## src/rtl/tnn_pkg.sv

```systemverilog
// ---------------------------------------------------------------------------
// tnn_pkg
//
// Shared definitions for the sequential TNN threshold neuron:
//   - state_e   : neuron control states (collecting beats / holding decision)
//   - acc_width : accumulator width, wide enough for N_IN*(2^IN_W-1)
//   - cnt_width : beat counter width
// ---------------------------------------------------------------------------
package tnn_pkg;

    typedef enum logic [0:0] {
        ST_ACC = 1'b0,  // accepting activation beats
        ST_OUT = 1'b1   // presenting the decision, waiting for out_ready
    } state_e;

    // IN_W + clog2(N_IN) bits always hold N_IN*(2^IN_W-1), so the sum never wraps.
    function automatic int acc_width(input int in_w, input int n_in);
        return in_w + $clog2(n_in);
    endfunction

    // Beat counter width; never below one bit even for degenerate fan-in.
    function automatic int cnt_width(input int n_in);
        return (n_in < 2) ? 1 : $clog2(n_in);
    endfunction

endpackage : tnn_pkg

```

## src/rtl/tnn_seq_neuron_if.sv

```systemverilog
// ---------------------------------------------------------------------------
// tnn_seq_neuron_if
//
// Bundles the neuron's streaming and configuration signals.
//   thr_we / thr_in        : threshold write strobe and value (ACC_W bits)
//   in_valid/in_ready/in_data : activation beat handshake (IN_W-bit beats)
//   pol                    : per-beat polarity vector (N_IN bits)
//   out_valid/out_ready/out_bit : decision handshake
//
// Modports:
//   master : the side feeding activations and consuming decisions
//   slave  : the neuron itself
// ---------------------------------------------------------------------------
interface tnn_seq_neuron_if
    import tnn_pkg::*;
#(
    parameter int IN_W = 3,
    parameter int N_IN = 3
);

    localparam int ACC_W = acc_width(IN_W, N_IN);

    logic             thr_we;
    logic [ACC_W-1:0] thr_in;
    logic             in_valid;
    logic             in_ready;
    logic [IN_W-1:0]  in_data;
    logic [N_IN-1:0]  pol;
    logic             out_valid;
    logic             out_ready;
    logic             out_bit;

    modport master (
        output thr_we,
        output thr_in,
        output in_valid,
        input  in_ready,
        output in_data,
        output pol,
        input  out_valid,
        output out_ready,
        input  out_bit
    );

    modport slave (
        input  thr_we,
        input  thr_in,
        input  in_valid,
        output in_ready,
        input  in_data,
        input  pol,
        output out_valid,
        input  out_ready,
        output out_bit
    );

endinterface : tnn_seq_neuron_if

```

## src/rtl/tnn_beat_term.sv

```systemverilog
// ---------------------------------------------------------------------------
// tnn_beat_term
//
// Combinational term generator: turns one activation beat into the value
// added to the accumulator.
//   in_data_i : IN_W-bit unsigned activation
//   pol_bit_i : polarity bit for this beat
//   term_o    : ACC_W-bit zero-extended term
//
// Build option TNN_NEURON_POL_EN: when defined, a beat whose polarity bit is
// 1 is bitwise-inverted (2^IN_W-1 - in_data). When undefined the polarity bit
// is ignored and the term is the activation itself.
// ---------------------------------------------------------------------------
module tnn_beat_term
    import tnn_pkg::*;
#(
    parameter int IN_W  = 3,
    parameter int ACC_W = 5
) (
    input  logic [IN_W-1:0]  in_data_i,
    input  logic             pol_bit_i,
    output logic [ACC_W-1:0] term_o
);

    logic [IN_W-1:0] beat_val;

`ifdef TNN_NEURON_POL_EN
    // Bitwise inversion of an unsigned IN_W value equals (2^IN_W-1) - value.
    assign beat_val = pol_bit_i ? ~in_data_i : in_data_i;
`else
    logic unused_pol;
    assign unused_pol = pol_bit_i;
    assign beat_val   = in_data_i;
`endif

    assign term_o = ACC_W'(beat_val);

endmodule : tnn_beat_term

```

## src/rtl/tnn_seq_neuron.sv

```systemverilog
// ---------------------------------------------------------------------------
// tnn_seq_neuron
//
// Sequential threshold neuron: accumulates N_IN unsigned IN_W-bit beats, one
// per cycle, and presents a single decision bit (sum >= thr) on an output
// handshake. A threshold register, reset to THR_RST, can be rewritten at any
// time through thr_we/thr_in.
//
// Ports:
//   clk  : clock, all state updates on the rising edge
//   rst  : synchronous active-high reset
//   bus  : tnn_seq_neuron_if.slave (threshold write, activation beats,
//          polarity vector, decision handshake)
//
// Build option TNN_NEURON_POL_EN enables per-beat polarity inversion
// (see tnn_beat_term); the default build ignores bus.pol.
//
// Timing: one beat per cycle while collecting; the decision is valid the
// cycle after the final beat; the cycle of the decision handshake has
// in_ready low, so a vector takes at least N_IN+1 cycles. All handshake
// outputs decode registered state only.
// ---------------------------------------------------------------------------
module tnn_seq_neuron
    import tnn_pkg::*;
#(
    parameter int IN_W    = 3,
    parameter int N_IN    = 3,
    parameter int THR_RST = 11
) (
    input  logic              clk,
    input  logic              rst,
    tnn_seq_neuron_if.slave   bus
);

    localparam int ACC_W = acc_width(IN_W, N_IN);
    localparam int CNT_W = cnt_width(N_IN);

    localparam logic [CNT_W-1:0] CNT_LAST = CNT_W'(N_IN - 1);
    localparam logic [ACC_W-1:0] THR_INIT = ACC_W'(THR_RST);

    // -----------------------------------------------------------------------
    // State
    // -----------------------------------------------------------------------
    state_e           state_q,   state_d;
    logic [CNT_W-1:0] cnt_q,     cnt_d;
    logic [ACC_W-1:0] acc_q,     acc_d;
    logic [ACC_W-1:0] thr_q,     thr_d;
    logic             out_bit_q, out_bit_d;

    // -----------------------------------------------------------------------
    // Term generation for the current beat
    // -----------------------------------------------------------------------
    logic             pol_bit;
    logic [ACC_W-1:0] term;
    logic [ACC_W-1:0] sum;
    logic             beat_fire;

    // cnt_q never exceeds N_IN-1, so the index stays inside pol.
    assign pol_bit = bus.pol[cnt_q];

    tnn_beat_term #(
        .IN_W  (IN_W),
        .ACC_W (ACC_W)
    ) u_beat_term (
        .in_data_i (bus.in_data),
        .pol_bit_i (pol_bit),
        .term_o    (term)
    );

    assign sum       = acc_q + term;
    assign beat_fire = (state_q == ST_ACC) && bus.in_valid;

    // -----------------------------------------------------------------------
    // Next-state logic
    // -----------------------------------------------------------------------
    always_comb begin
        // NOTE: every signal driven here gets its hold value first; a path that
        // leaves one unassigned would infer a latch.
        state_d   = state_q;
        cnt_d     = cnt_q;
        acc_d     = acc_q;
        out_bit_d = out_bit_q;

        // Comparison below uses thr_q, so a write in the final-beat cycle
        // only affects later vectors.
        thr_d = bus.thr_we ? bus.thr_in : thr_q;

        unique case (state_q)
            ST_ACC: begin
                if (beat_fire) begin
                    if (cnt_q == CNT_LAST) begin
                        out_bit_d = (sum >= thr_q);
                        state_d   = ST_OUT;
                        cnt_d     = '0;
                        acc_d     = '0;
                    end else begin
                        acc_d = sum;
                        cnt_d = cnt_q + CNT_W'(1);
                    end
                end
            end
            ST_OUT: begin
                if (bus.out_ready) begin
                    state_d = ST_ACC;
                end
            end
            default: begin
                state_d = ST_ACC;
            end
        endcase
    end

    // -----------------------------------------------------------------------
    // State registers
    // -----------------------------------------------------------------------
    // NOTE: sequential state uses non-blocking assignments so every register
    // samples the pre-edge values regardless of statement order.
    always_ff @(posedge clk) begin
        if (rst) begin
            state_q   <= ST_ACC;
            cnt_q     <= '0;
            acc_q     <= '0;
            thr_q     <= THR_INIT;
            out_bit_q <= 1'b0;
        end else begin
            state_q   <= state_d;
            cnt_q     <= cnt_d;
            acc_q     <= acc_d;
            thr_q     <= thr_d;
            out_bit_q <= out_bit_d;
        end
    end

    // -----------------------------------------------------------------------
    // Outputs: pure decodes of registered state
    // -----------------------------------------------------------------------
    assign bus.in_ready  = (state_q == ST_ACC);
    assign bus.out_valid = (state_q == ST_OUT);
    assign bus.out_bit   = out_bit_q;

endmodule : tnn_seq_neuron

```

## src/flat_wrapper.sv

```systemverilog
// flat-port wrapper written by rule: the top's interface ports become plain ports
module tnn_seq_neuron_flat import tnn_pkg::*;
#(
    parameter int IN_W    = 3,
    parameter int N_IN    = 3,
    parameter int THR_RST = 11
)
  (clk, rst, bus_thr_we, bus_thr_in, bus_in_valid, bus_in_ready, bus_in_data, bus_pol, bus_out_valid, bus_out_ready, bus_out_bit);
  tnn_seq_neuron_if #(.IN_W(IN_W), .N_IN(N_IN)) bus_i ();
  input  logic clk;
  input  logic rst;
  input wire logic [$bits(bus_i.thr_we)-1:0] bus_thr_we;
  input wire logic [$bits(bus_i.thr_in)-1:0] bus_thr_in;
  input wire logic [$bits(bus_i.in_valid)-1:0] bus_in_valid;
  output wire logic [$bits(bus_i.in_ready)-1:0] bus_in_ready;
  input wire logic [$bits(bus_i.in_data)-1:0] bus_in_data;
  input wire logic [$bits(bus_i.pol)-1:0] bus_pol;
  output wire logic [$bits(bus_i.out_valid)-1:0] bus_out_valid;
  input wire logic [$bits(bus_i.out_ready)-1:0] bus_out_ready;
  output wire logic [$bits(bus_i.out_bit)-1:0] bus_out_bit;
  assign bus_i.thr_we = bus_thr_we;
  assign bus_i.thr_in = bus_thr_in;
  assign bus_i.in_valid = bus_in_valid;
  assign bus_in_ready = bus_i.in_ready;
  assign bus_i.in_data = bus_in_data;
  assign bus_i.pol = bus_pol;
  assign bus_out_valid = bus_i.out_valid;
  assign bus_i.out_ready = bus_out_ready;
  assign bus_out_bit = bus_i.out_bit;
  tnn_seq_neuron #(.IN_W(IN_W), .N_IN(N_IN), .THR_RST(THR_RST)) u_core (.clk(clk), .rst(rst), .bus(bus_i));
endmodule
```

## config.mk

```make
export PLATFORM = sky130hd
export DESIGN_NAME = tnn_seq_neuron_flat
export DESIGN_NICKNAME = d
export VERILOG_FILES = /design/src/rtl/tnn_pkg.sv /design/src/rtl/tnn_seq_neuron_if.sv /design/src/rtl/tnn_beat_term.sv /design/src/rtl/tnn_seq_neuron.sv /design/src/flat_wrapper.sv
export SDC_FILE = /design/constraint.sdc
export NUM_CORES = 1
export LEC_CHECK = 0
export ABC_AREA = 1
export CAP_MARGIN = 20
export CORE_UTILIZATION = 48
export DETAILED_ROUTE_END_ITERATION = 10
export GPL_TIMING_DRIVEN = 0
export PLACE_DENSITY = 0.77
export REMOVE_ABC_BUFFERS = 1
export SYNTH_ARGS = -nofsm -noshare
export SYNTH_HDL_FRONTEND = slang
export SYNTH_SLANG_ARGS = --single-unit
export TNS_END_PERCENT = 5
```

## constraint.sdc

```tcl
create_clock -name clk -period 2.3 [get_ports clk]
set_input_delay 0.345 -clock clk [delete_from_list [all_inputs] [get_ports clk]]
set_output_delay 0.345 -clock clk [all_outputs]
set_load 0.1 [all_outputs]
```

==> results of run 1 <==
[state kept, by name (all words and copies together), names as in the netlist]
| register | flops |
|---|---|
| u_core.cnt_q | 2 |
| u_core.thr_q | 5 |
| u_core.bus.out_bit | 1 |
| u_core.bus.out_valid | 1 |
| u_core.acc_q | 5 |
[path summary, 6_finish.rpt]
kind | start | slack (ps) | cells past startpoint | end
setup / recovery | u_core.bus.out_valid | 90 | 2 | bus_in_ready
hold / removal | u_core.thr_q[1] | 470 | 2 | u_core.thr_q[1]
setup reg to reg | u_core.acc_q[0] | 230 | 14 | u_core.bus.out_bit
hold reg to reg | u_core.thr_q[1] | 470 | 2 | u_core.thr_q[1]
[metrics by stage]
step	total power, mW	hold slack, ps	setup slack [ps]	setup TNS [ps]	area [sq um]
global route	0.641	505	29.9	0	1060
CTS	0.611	478	6.92	0	1050
floorplan	0.376	414	223	0	805
finish	0.605	474	93.7	0	1060
detailed placement	0.424	463	-391	-391	975
global placement	0.419	457	-379	-379	975
[what timing repair did]
action / 4_1_cts / 5_1_grt
pin swaps: 6 / 6
buffers inserted: 2 / 1
setup endpoints to repair: 1 / 1
cloned: 0 / 0
resized for setup: 6 / 1
[power by group through the flow]
stage / Clock (mW) / Sequential (mW) / Combinational [mW]
detailed placement: 0 / 0.275 / 0.149
finish: 0.179 / 0.269 / 0.157
global route: 0.192 / 0.272 / 0.177
floorplan: 0 / 0.284 / 0.0925
CTS: 0.184 / 0.269 / 0.158
global placement: 0 / 0.274 / 0.145
[tightest hold or removal path, stage by stage, from the launching register on]
cell	delay (ps)
sky130_fd_sc_hd__dfxtp_1	310
sky130_fd_sc_hd__inv_1	60
sky130_fd_sc_hd__o21ai_0	60
[layer usage]
layer,vias to the layer above,global-route usage
met1,322,0.216
met2,21,0.263
li1,385,-
met5,-,0
met4,0,0.0727
met3,3,0.0255
[cells in the mapped netlist]
cell type and instances:
sky130_fd_sc_hd__inv_1 19, sky130_fd_sc_hd__nand2_1 18, sky130_fd_sc_hd__dfxtp_1 14, sky130_fd_sc_hd__a21oi_1 12, sky130_fd_sc_hd__ha_1 8, sky130_fd_sc_hd__nand3_1 7, sky130_fd_sc_hd__nor2_1 6, sky130_fd_sc_hd__o21ai_0 6
sky130_fd_sc_hd__and2_1 2, sky130_fd_sc_hd__nor2_2 2, sky130_fd_sc_hd__nor2_4 2, sky130_fd_sc_hd__a211oi_1 1, sky130_fd_sc_hd__a21o_1 1, sky130_fd_sc_hd__buf_4 1, sky130_fd_sc_hd__fa_1 1, sky130_fd_sc_hd__inv_2 1
sky130_fd_sc_hd__nand2_2 1, sky130_fd_sc_hd__nand2_4 1, sky130_fd_sc_hd__nand3b_1 1, sky130_fd_sc_hd__o211a_1 1, sky130_fd_sc_hd__o211ai_1 1, sky130_fd_sc_hd__xnor2_1 1
[area by class of cell]
cell class,count,area [sq um]
clock buffer,4,36.3
sequential,14,280
inverter,20,75.1
timing repair buffer,18,175
fill,136,480
tap,16,20.0
multi-input combinational,72,474
[kinds of logic (layout without fill, tap and decap cells)]
group           count (synthesis)  in the layout  synth area share
buf+inv                        21             42             0.102
xor+xnor                        1              1            0.0108
simple gates                   40             40             0.243
flops                          14             14             0.345
compound gates                 22             22             0.151
fa+ha+maj                       9              9             0.148
==> summary by stage, run 1 <==
Floorplan
The die outline area is 1860 sq um. The initialized floorplan defines 14 standard-cell rows. The horizontal die dimension is 43.1 microns.

The number of top-level pins is 19. In this run the standard cell core region covers between 1500 and 2000 sq um. The die extent in y is 43.1 microns. The initial core utilization is 0.527.

Clocking
The CTS tree is done. The clock passes through at most 2 buffers. The master cell of the clock root buffer is sky130_fd_sc_hd__clkbuf_4. After clock tree synthesis, the flow added hold-fix buffers numbering 0. For the worst-skew pair, the clock arrives at the later sink with an insertion delay of 280 ps. The number of clock sinks is 14. The clock-pin slew on the worst setup and hold paths is 80 ps. The number of levels the H-tree was split into is 1.

In this run, CTS created clock tree buffers numbering 3.

Route
In the routed layout, each cell is associated on average with a via count of 5.08. The detailed router placed around 730 vias in this run. The detail route stage leaves a number of antenna-violating nets equal to 0. The detailed-route DRC error count is 0. Summed over all nets, wire length on met2 after detailed routing comes to approximately 710 microns. The uppermost metal layer occupied by signal nets is met4.

The mean routed wirelength per cell is 9.75 microns. The routed metal-1 wirelength is 597 microns. The total iterations of the first detailed-routing run is 4. The wire length reported by the detailed router is roughly 1400 microns. In this run, the number of DRC markers left after iteration 0 of detailed routing was 9. The routed length on met3 is roughly 70 microns.

Global routing
The initial antenna violation count came to 0. In the global route stage, overall resource usage came out at 0.164. The largest net degree at the start of global routing is 12. The number of global-route vias before repair is approximately 600. The aggregate global routing overflow is 0. The wire length of the first global-routing pass is 2330 microns.

Final layout
For this run, the number of standard cells in the final layout without fillers is roughly 140. The proportion of layout cells with a drive suffix above 1 is 0.156. The net count of the finished layout is around 150. The top cell types in the final layout, fill and taps aside, are sky130_fd_sc_hd__inv_1, sky130_fd_sc_hd__nand2_1, sky130_fd_sc_hd__clkdlybuf4s50_1, sky130_fd_sc_hd__dfxtp_1, sky130_fd_sc_hd__a21oi_1.

The synthesis-to-layout area growth is 30.7%. The total inserted antenna cells is 0. For this run, the share of the core covered by cells in the final layout is 0.688.

Synth
After synthesis, the cell types taking the most area are sky130_fd_sc_hd__dfxtp_1, sky130_fd_sc_hd__ha_1, sky130_fd_sc_hd__inv_1. In this run the mean area of a mapped cell was about 7.6 sq um. The synthesized netlist occupies a cell area of just over 800 sq um. The proportion of netlist area held by the largest area contributor is 0.345.

For this run, the number of Yosys warnings is 0. The sequential element share of the synthesized area is 0.345. The number of distinct standard cells referenced by the synthesized netlist is 22.

The synthesized design spends more area on one cell type than any other, namely sky130_fd_sc_hd__dfxtp_1. Synthesis inferred 14 register bits. Counting every instance in the synthesized netlist gives around 110.

Status
The run finished with clean final reports.

Setup path
Traced cell by cell, the critical path runs through inv_2 -> clkdlybuf4s50_1. The category of the critical setup timing path is flop to primary output. STA puts the critical path data arrival time at around 1900 ps. The kind of end point of the critical path is a primary output.

The type of element launching the critical path is a flop. The number of buffers and inverters on the critical path is 2. In this design, the largest share of critical-path delay is due to buffers and inverters. The master of the slowest instance on the critical path is sky130_fd_sc_hd__clkdlybuf4s50_1. In this design, the stage delay of the slowest critical-path cell is 1130 ps. Of all nets on the critical path, the largest fanout is 3. The required arrival time at the worst endpoint is slightly below 2000 ps.

Placement
Port buffering added 15 buffers. Routability-driven placement finished with a final weighted congestion of about 0.76. The estimated wirelength of the detail-placed design is 1070 microns. After detailed placement, the design holds a cell count of roughly 140.

Power
Across the VDD grid, the largest voltage drop is 0.358 mV. Of the total power, the clock network draws 0.295. Of the total power, combinational logic draws 0.260. Of the total power, the share spent switching nets is 0.297. Summed over all nets, the switching power comes to between 0.15 and 0.2 mW. Internal power comes to ~0.43 mW. The standby leakage power is a little over 0.5 nW. Power spread over the standard cell area amounts to between 500 and 600 nW/um^2. The part of the total power dissipated in sequential elements is 0.445.

STA
Setup repair after global routing left no endpoint under its margin. Setup violations remaining at the end of the flow were counted as 0. The clock skew after layout is roughly 5.9 ps. The transition at the pin with the smallest max-transition slack is between 900 and 1000 ps. The final hold violation count came to 0.

The remaining max-slew budget at the tightest pin is 0.356. The final max-slew violation count was 0. Timing would allow up to about 450 MHz.

The portion of the clock cycle consumed by the worst path in the final layout is 0.959. The minimum period implied by the final worst setup slack is between 2000 and 2500 ps.

Min path
The path class of the lowest-slack min-delay path is flop to flop.

Run
The max-cap check violation count is 0.
Note: power is estimated with default switching activity, not from simulation.
==> run 2, diff against run 1 <==
--- a/config.mk
+++ b/config.mk
@@ -6,11 +6,9 @@
 export NUM_CORES = 1
 export LEC_CHECK = 0
 export ABC_AREA = 1
-export CAP_MARGIN = 20
-export CORE_UTILIZATION = 48
+export CORE_UTILIZATION = 32
 export DETAILED_ROUTE_END_ITERATION = 10
 export GPL_TIMING_DRIVEN = 0
-export PLACE_DENSITY = 0.77
 export REMOVE_ABC_BUFFERS = 1
 export SYNTH_ARGS = -nofsm -noshare
 export SYNTH_HDL_FRONTEND = slang
==> run 2 against run 1 <==
Sequential cell count did not move. Die area rose by 47%. Register-to-register slack got worse by 80 ps. Non-clock buffer count rose by 3. Total power fell by 7.8%. Sequential share of layout area fell by 0.40 points. Routed wire length rose by 16%. Worst hold slack got worse by 6.2 ps. First-iteration DRC count fell by 56%. Design area rose by 2.0%. Setup slack improved by 1.8 ps. Final cell count rose by 9.7%. Critical path type unchanged. Critical endpoint unchanged. Largest cell class unchanged. Largest power group unchanged.
==> summary by stage, run 2 (synthesis results as in run 1) <==
STA
The clock skew after layout is 0.815 ps. The portion of the clock cycle consumed by the worst path in the final layout is 0.959. Setup repair after global routing left no endpoint under its margin.

At the pin with the least slew margin, the transition time is ~960 ps. The final hold violation count is 0. The remaining max-slew budget at the tightest pin is 0.356. The final number of setup-violating endpoints is 0.

The minimum period implied by the final worst setup slack is 2200 ps. In the post-route analysis, the smallest setup slack over all paths is about 95 ps. The hold slack is around 470 ps.

Timing would allow up to 454 MHz. The final max-slew violation count is 0.

Setup path
The capturing point of the worst reg2reg path is u_core.bus.out_bit. STA classifies the critical path endpoint as a primary output. The critical-path maximum fanout is 3.

The category of the critical setup timing path is flop to primary output. In this run the critical register-to-register path is launched from u_core.acc_q[0]. The number of logic stages on the critical path including buffering is 2. The slowest stage of the critical path belongs to the cell sky130_fd_sc_hd__clkdlybuf4s50_1. Data on the critical path arrives at its endpoint at between 1500 and 2000 ps.

The family of cells with the greatest summed delay on the critical path is buffers and inverters. In this design, the stage delay of the slowest critical-path cell is approximately 1100 ps. The number of cells on the worst reg-to-reg path is 14.

The start point of the critical path is u_core.bus.out_valid. The worst setup path is launched from a flop. The number of buffer and inverter stages on the critical path is 2. Walking the worst path, the cells encountered are inv_2 -> clkdlybuf4s50_1. For flop-to-flop paths, the worst setup slack is ~150 ps.

The required arrival time at the worst endpoint is 1960 ps.

Global routing
The first global-routing pass estimated about 3000 microns of wire. The overall global routing resource usage is 0.149. The aggregate global routing overflow is 0. The number of global-route vias before repair is 696.

The initial antenna violation count is 0. Entering global routing, the biggest net connects 12 pins.

Min path
The startpoint of the most critical hold path is u_core.thr_q[2]. The path class of the lowest-slack min-delay path is flop to flop. Along the worst hold path, the cell count comes to 2. For hold timing, the worst endpoint is u_core.thr_q[2].

Route
The mean routed wirelength per cell is ~10 microns. The routed design has roughly 1600 microns of wire. Across all layers, the routed design uses between 700 and 800 vias.

The violation count after the first detailed-routing iteration is 4. The routed via count divided by cell count is ~4.6. The detail route stage leaves a number of antenna-violating nets equal to 0. In the routed design, unresolved DRC markers number 0. The first detailed-routing pass ran for 4 iterations.

Final layout
The most common library cell in the layout ignoring fill and taps is sky130_fd_sc_hd__nand2_1. Leaving out fill and tap cells, the most frequent cells in the layout are sky130_fd_sc_hd__nand2_1, sky130_fd_sc_hd__inv_1, sky130_fd_sc_hd__clkdlybuf4s50_1. Summing all non-filler instances in the final layout gives an area of around 1100 sq um. The number of antenna diodes in the final layout is 0.

In the final layout, the share of cells above drive strength 1 is 0.192. For this run, the number of standard cells in the final layout without fillers is 158. In the final layout, the registers with the most flip-flops are u_core.acc_q: 5 flops, u_core.thr_q: 5 flops, u_core.cnt_q: 2 flops. The filler cells instantiated in the layout total 230.

The synthesis-to-layout area growth is 33.3%. The net count of the finished layout is about 160. The footprint of the multi-input gates is 474 sq um.

The sequential cell area is about 280 sq um.

Floorplan
In this run the horizontal extent of the chip is around 52 microns. In this run the vertical extent of the chip is between 50 and 60 microns. The initial utilization of the core area, before any placement, comes to 0.353. In this run the core area contains 17 standard-cell rows. The number of top-level pins is 19. The core region is 2300 sq um. The die covers between 2000 and 3000 sq um.

Clocking
At the later pin of the worst-skew pair, clock insertion delay measures 270 ps. The clock passes through at most 2 buffers. Counting the buffers created by CTS gives 3. In this run the number of H-tree levels came out at 1.

After clock tree synthesis, the clock-pin slew on the worst setup and hold paths is 70 ps. The tree built by TritonCTS fans out to 14 sinks. TritonCTS built the clock tree.

In this run, post-CTS hold repair placed 0 buffers. Clock tree synthesis selected as its root buffer the cell sky130_fd_sc_hd__clkbuf_4.

Power
The design internal power is 0.388 mW. Summed over all cells, the static leakage comes to between 0.5 and 0.6 nW. Of the total power, the share spent switching nets is 0.304. The part of the total power dissipated in sequential elements is 0.484. The clock network power share is 0.234. The power density normalized to cell area is a little over 500 nW/um^2. In this run the power spent charging and discharging nets is about 0.17 mW.

The total power of the final layout is 0.558 mW. IR analysis of the VDD net gives a maximum drop of ~0.30 mV. The share of total power dissipated in combinational logic is 0.282.

Placement
The post-detailed-placement cell area is 990 sq um. The setup slack at placement is -415 ps. Routability-driven placement finished with a final weighted congestion of roughly 0.71. In this run the tool buffered the top-level ports with 15 buffer cells. Summed over all nets, the half-perimeter wirelength after detailed placement is between 1000 and 1500 microns.

The count of placed standard cells including taps is ~150.

Status
The flow ran to the end, and the final reports show no timing, DRC or antenna violations.

Run
The max-cap check violation count is 0.
run 2: how the worst max path moves through the flow:
stage                    endpoint  slack [ps]
2_1_floorplan  u_core.bus.out_bit         220
3_3_place_gp   u_core.bus.out_bit        -420
3_5_place_dp   u_core.bus.out_bit        -420
4_1_cts        u_core.bus.out_bit          80
5_1_grt        u_core.bus.out_bit         0.9
6_report             bus_in_ready         100
run 2: power by group through the flow:
stage / clock [mW] / combinational [mW] / sequential [mW]
after floorplan: 0 / 0.0925 / 0.284
after global placement: 0 / 0.147 / 0.275
after detailed placement: 0 / 0.151 / 0.275
after CTS: 0.138 / 0.158 / 0.270
after global routing: 0.156 / 0.179 / 0.273
final: 0.131 / 0.157 / 0.270
run 2: tightest hold or removal path, stage by stage, from the launching register on:
cell and delay (ps):
sky130_fd_sc_hd__dfxtp_1 300, sky130_fd_sc_hd__inv_1 70, sky130_fd_sc_hd__a21oi_1 60
run 2: per-stage QoR:
stage                     TNS, ps  utilization
after floorplan                 0            -
after global placement       -416        0.431
after detailed placement     -415        0.431
after CTS                       0        0.471
after global routing            0        0.471
final                           0        0.471
run 2: metal layers:
layer | track usage | wire length [microns] | share of wire
met5 | 0 | 0 | 0
met4 | 0.0526 | 21 | 0.013
met3 | 0.0435 | 65 | 0.040
met2 | 0.255 | 807 | 0.50
met1 | 0.174 | 729 | 0.45
run 2: what timing repair did:
item                                    in CTS  in global routing
endpoints found under the setup margin       1                  1
pin swaps                                    6                  1
setup buffers                                6                  0
gates resized for setup                      8                  2
run 2: cell type report:
type,instances,area share
Timing Repair Buffer,21,0.179
Tap cell,28,0.0324
Clock buffer,3,0.0208
Multi-Input combinational cell,72,0.438
Inverter,20,0.0694
Sequential cell,14,0.260
==> run 3, diff against run 2 <==
--- a/config.mk
+++ b/config.mk
@@ -6,10 +6,13 @@
 export NUM_CORES = 1
 export LEC_CHECK = 0
 export ABC_AREA = 1
+export CORE_MARGIN = 8
 export CORE_UTILIZATION = 32
 export DETAILED_ROUTE_END_ITERATION = 10
 export GPL_TIMING_DRIVEN = 0
 export REMOVE_ABC_BUFFERS = 1
+export SKIP_LAST_GASP = 1
+export SLEW_MARGIN = 25
 export SYNTH_ARGS = -nofsm -noshare
 export SYNTH_HDL_FRONTEND = slang
 export SYNTH_SLANG_ARGS = --single-unit
==> run 3 against run 2 <==
Setup slack got worse by 21 ps. Critical path depth did not move. Clock skew barely moved. Non-clock buffer count fell by 5. Sequential share of layout area rose by 0.43 points. Clock-buffer cell count rose by 1. Worst hold slack improved by 4.5 ps. Combinational power barely moved. Global-route usage fell by 6.4 points. First-iteration DRC count rose to 8.3 times the previous value.
==> summary by stage, run 3 (synthesis results as in run 1) <==
Setup path
The delay of the slowest critical-path stage is roughly 1100 ps. The type of element launching the critical path is a flop. The required arrival time at the worst endpoint is between 1500 and 2000 ps.

Tracing the worst setup path back leads to its startpoint at u_core.bus.out_valid. In this run the register-to-register setup slack is approximately 140 ps. Traced cell by cell, the critical path runs through inv_2 -> clkdlybuf4s50_1.

The number of buffer and inverter stages on the critical path is 2. The category of the critical setup timing path is flop to primary output. Of all nets on the critical path, the largest fanout is 3.

The master of the slowest instance on the critical path is sky130_fd_sc_hd__clkdlybuf4s50_1. The family of cells with the greatest summed delay on the critical path is buffers and inverters. The kind of end point of the critical path is a primary output. The critical path arrival is 1880 ps. The worst register-to-register path begins at u_core.acc_q[0].

Final layout
The net count of the finished layout is between 150 and 200. The fill cell instance count of the final layout is around 250. In the final layout, the share of cells above drive strength 1 is 0.151. The number of antenna diodes in the final layout is 0. The library cells used most frequently in the layout, excluding fill and tap cells, are sky130_fd_sc_hd__nand2_1, sky130_fd_sc_hd__inv_1, sky130_fd_sc_hd__clkdlybuf4s50_1, sky130_fd_sc_hd__dfxtp_1, sky130_fd_sc_hd__a21oi_1.

The area of all placed cells without fillers is ~1100 sq um. Leaving out fill and tap cells, the most frequent cell in the layout is sky130_fd_sc_hd__nand2_1. The synthesis-to-layout area growth is 30.5%. The largest registers in the layout are u_core.acc_q: 5 flops, u_core.thr_q: 5 flops, u_core.cnt_q: 2 flops.

Power
The standby leakage power is 0.493 nW. The power density normalized to cell area is about 570 nW/um^2. The maximum VDD drop is 0.349 mV.

STA
The transition at the pin with the smallest max-transition slack is a little under 1000 ps. The final max-slew violation count is 0. The tightest hold path in the finished design has a slack of between 400 and 500 ps.

The smallest setup slack after layout is approximately 75 ps. The final number of setup-violating endpoints is 0. The portion of the clock cycle consumed by the worst path in the final layout is 0.968. The clock skew after layout is roughly 0.35 ps. The final hold violation count is 0.

The clock period could shrink to between 2000 and 2500 ps. The setup total negative slack is 0 ps. The achievable frequency is approximately 450 MHz. The worst pin sits at a relative slew slack of 0.346.

Setup repair after global routing left no endpoint under its margin.

Route
The wire length reported by the detailed router is around 1700 microns. The total iterations of the first detailed-routing run is 4. In the routed design, unresolved DRC markers number 0.

The via total after detailed routing is a little over 700. In this run the remaining antenna-violating nets after routing total 0. In the routed layout, each cell is associated on average with a via count of 4.56. Dividing the detail-routed wire length by the instance count gives ~11 microns. The violation count after the first detailed-routing iteration is 33.

Floorplan
Measured along the x axis, the die boundary spans roughly 66 microns. The die extent in y is approximately 66 microns. The number of top-level pins is 19. The cell row count is 18. In this run the standard cell core region covers approximately 2400 sq um. The initial core utilization is 0.334. The die covers between 4000 and 5000 sq um.

Placement
The post-detailed-placement cell area is approximately 990 sq um. The estimated wirelength of the detail-placed design is around 1300 microns. At the end of routability-driven placement, the weighted congestion stood at around 0.75.

In this run the tool buffered the top-level ports with 15 buffer cells. Prior to clock tree synthesis, the placed netlist has a worst setup slack of -455 ps.

Clocking
Clock tree synthesis found a total of 14 sinks. In this run the number of H-tree levels came out at 1. Clock-pin slew was measured on the worst setup and hold paths at about 80 ps.

In this run, CTS created clock tree buffers numbering 3. The tree is rooted in a sky130_fd_sc_hd__clkbuf_4. For the worst-skew pair, the clock arrives at the later sink with an insertion delay of 280 ps. The clock passes through at most 2 buffers. The CTS tree is done.

Min path
The worst hold path begins at u_core.thr_q[3]. The path class of the tightest hold or removal check is flop to flop.

Global routing
The number of global-route vias before repair is approximately 720. The wire length of the first global-routing pass is just under 3000 microns. The initial antenna violation count was 0. Summed over all layers, the global routing overflow is 0.

The overall global routing resource usage is 0.0848. The largest net degree at the start of global routing is 12.

Status
The run finished with clean final reports.

Run
Max-cap violations in this run came to 0.
-- run 3: cell types whose count changed in the layout (fill, tap and decap cells not counted) --
cell                       previous run  this run
sky130_fd_sc_hd__clkbuf_8             0         1
sky130_fd_sc_hd__inv_2                4         3
sky130_fd_sc_hd__dfxtp_2              1         0
sky130_fd_sc_hd__inv_1               16        17
sky130_fd_sc_hd__buf_4                6         1
sky130_fd_sc_hd__dfxtp_1             13        14
-- run 3: final cells by class --
type                       instances  area [sq um]  share of cell area
clock buffer                       4          36.3              0.0342
inverter                          20          75.1              0.0708
multi-input combinational         72           474               0.447
sequential                        14           280               0.264
tap                               30          37.5              0.0354
timing repair buffer              16           156               0.148
-- run 3: power by group --
part	leakage [nW]	total [mW]	switching, mW	internal (mW)
registers	0.115	0.269	0.00990	0.259
logic	0.357	0.158	0.0894	0.0690
clock network	0.0210	0.175	0.0783	0.0963
total	0.493	0.602	0.178	0.424
-- run 3: per-layer routing --
metal  GRT usage  part of all wire  routed length (microns)
met1      0.0934              0.47                      778
met2       0.147              0.47                      781
met3      0.0119             0.037                       62
met4      0.0560             0.030                       51
met5           0                 0                        0
-- run 3: through the flow --
step	utilization	power [mW]	std cells
global placement	0.408	0.422	151
finish	0.436	0.602	156
detailed placement	0.408	0.428	151
CTS	0.436	0.610	156
floorplan	-	0.376	106
global route	0.436	0.649	156
-- run 3: what timing repair did --
| action | in CTS | in global routing |
|---|---|---|
| setup buffers | 1 | 0 |
| resized for setup | 8 | 0 |
| hold buffers | 0 | 0 |
| pin swaps | 7 | 1 |
| endpoints found under the setup margin | 1 | 1 |
-- run 3: worst min-delay path, delay by kind of cell (launching register included) --
kind	cells	cell delay, ps
AOI/OAI and AO/OA	1	60
DFF	1	300
buffers and inverters	1	60
-- run 3: final timing paths --
check	to	cells after the start
worst max-delay path	bus_in_ready	2
worst min-delay path	u_core.thr_q[3]	2
worst max register to register	u_core.bus.out_bit	14
worst min register to register	u_core.thr_q[3]	2
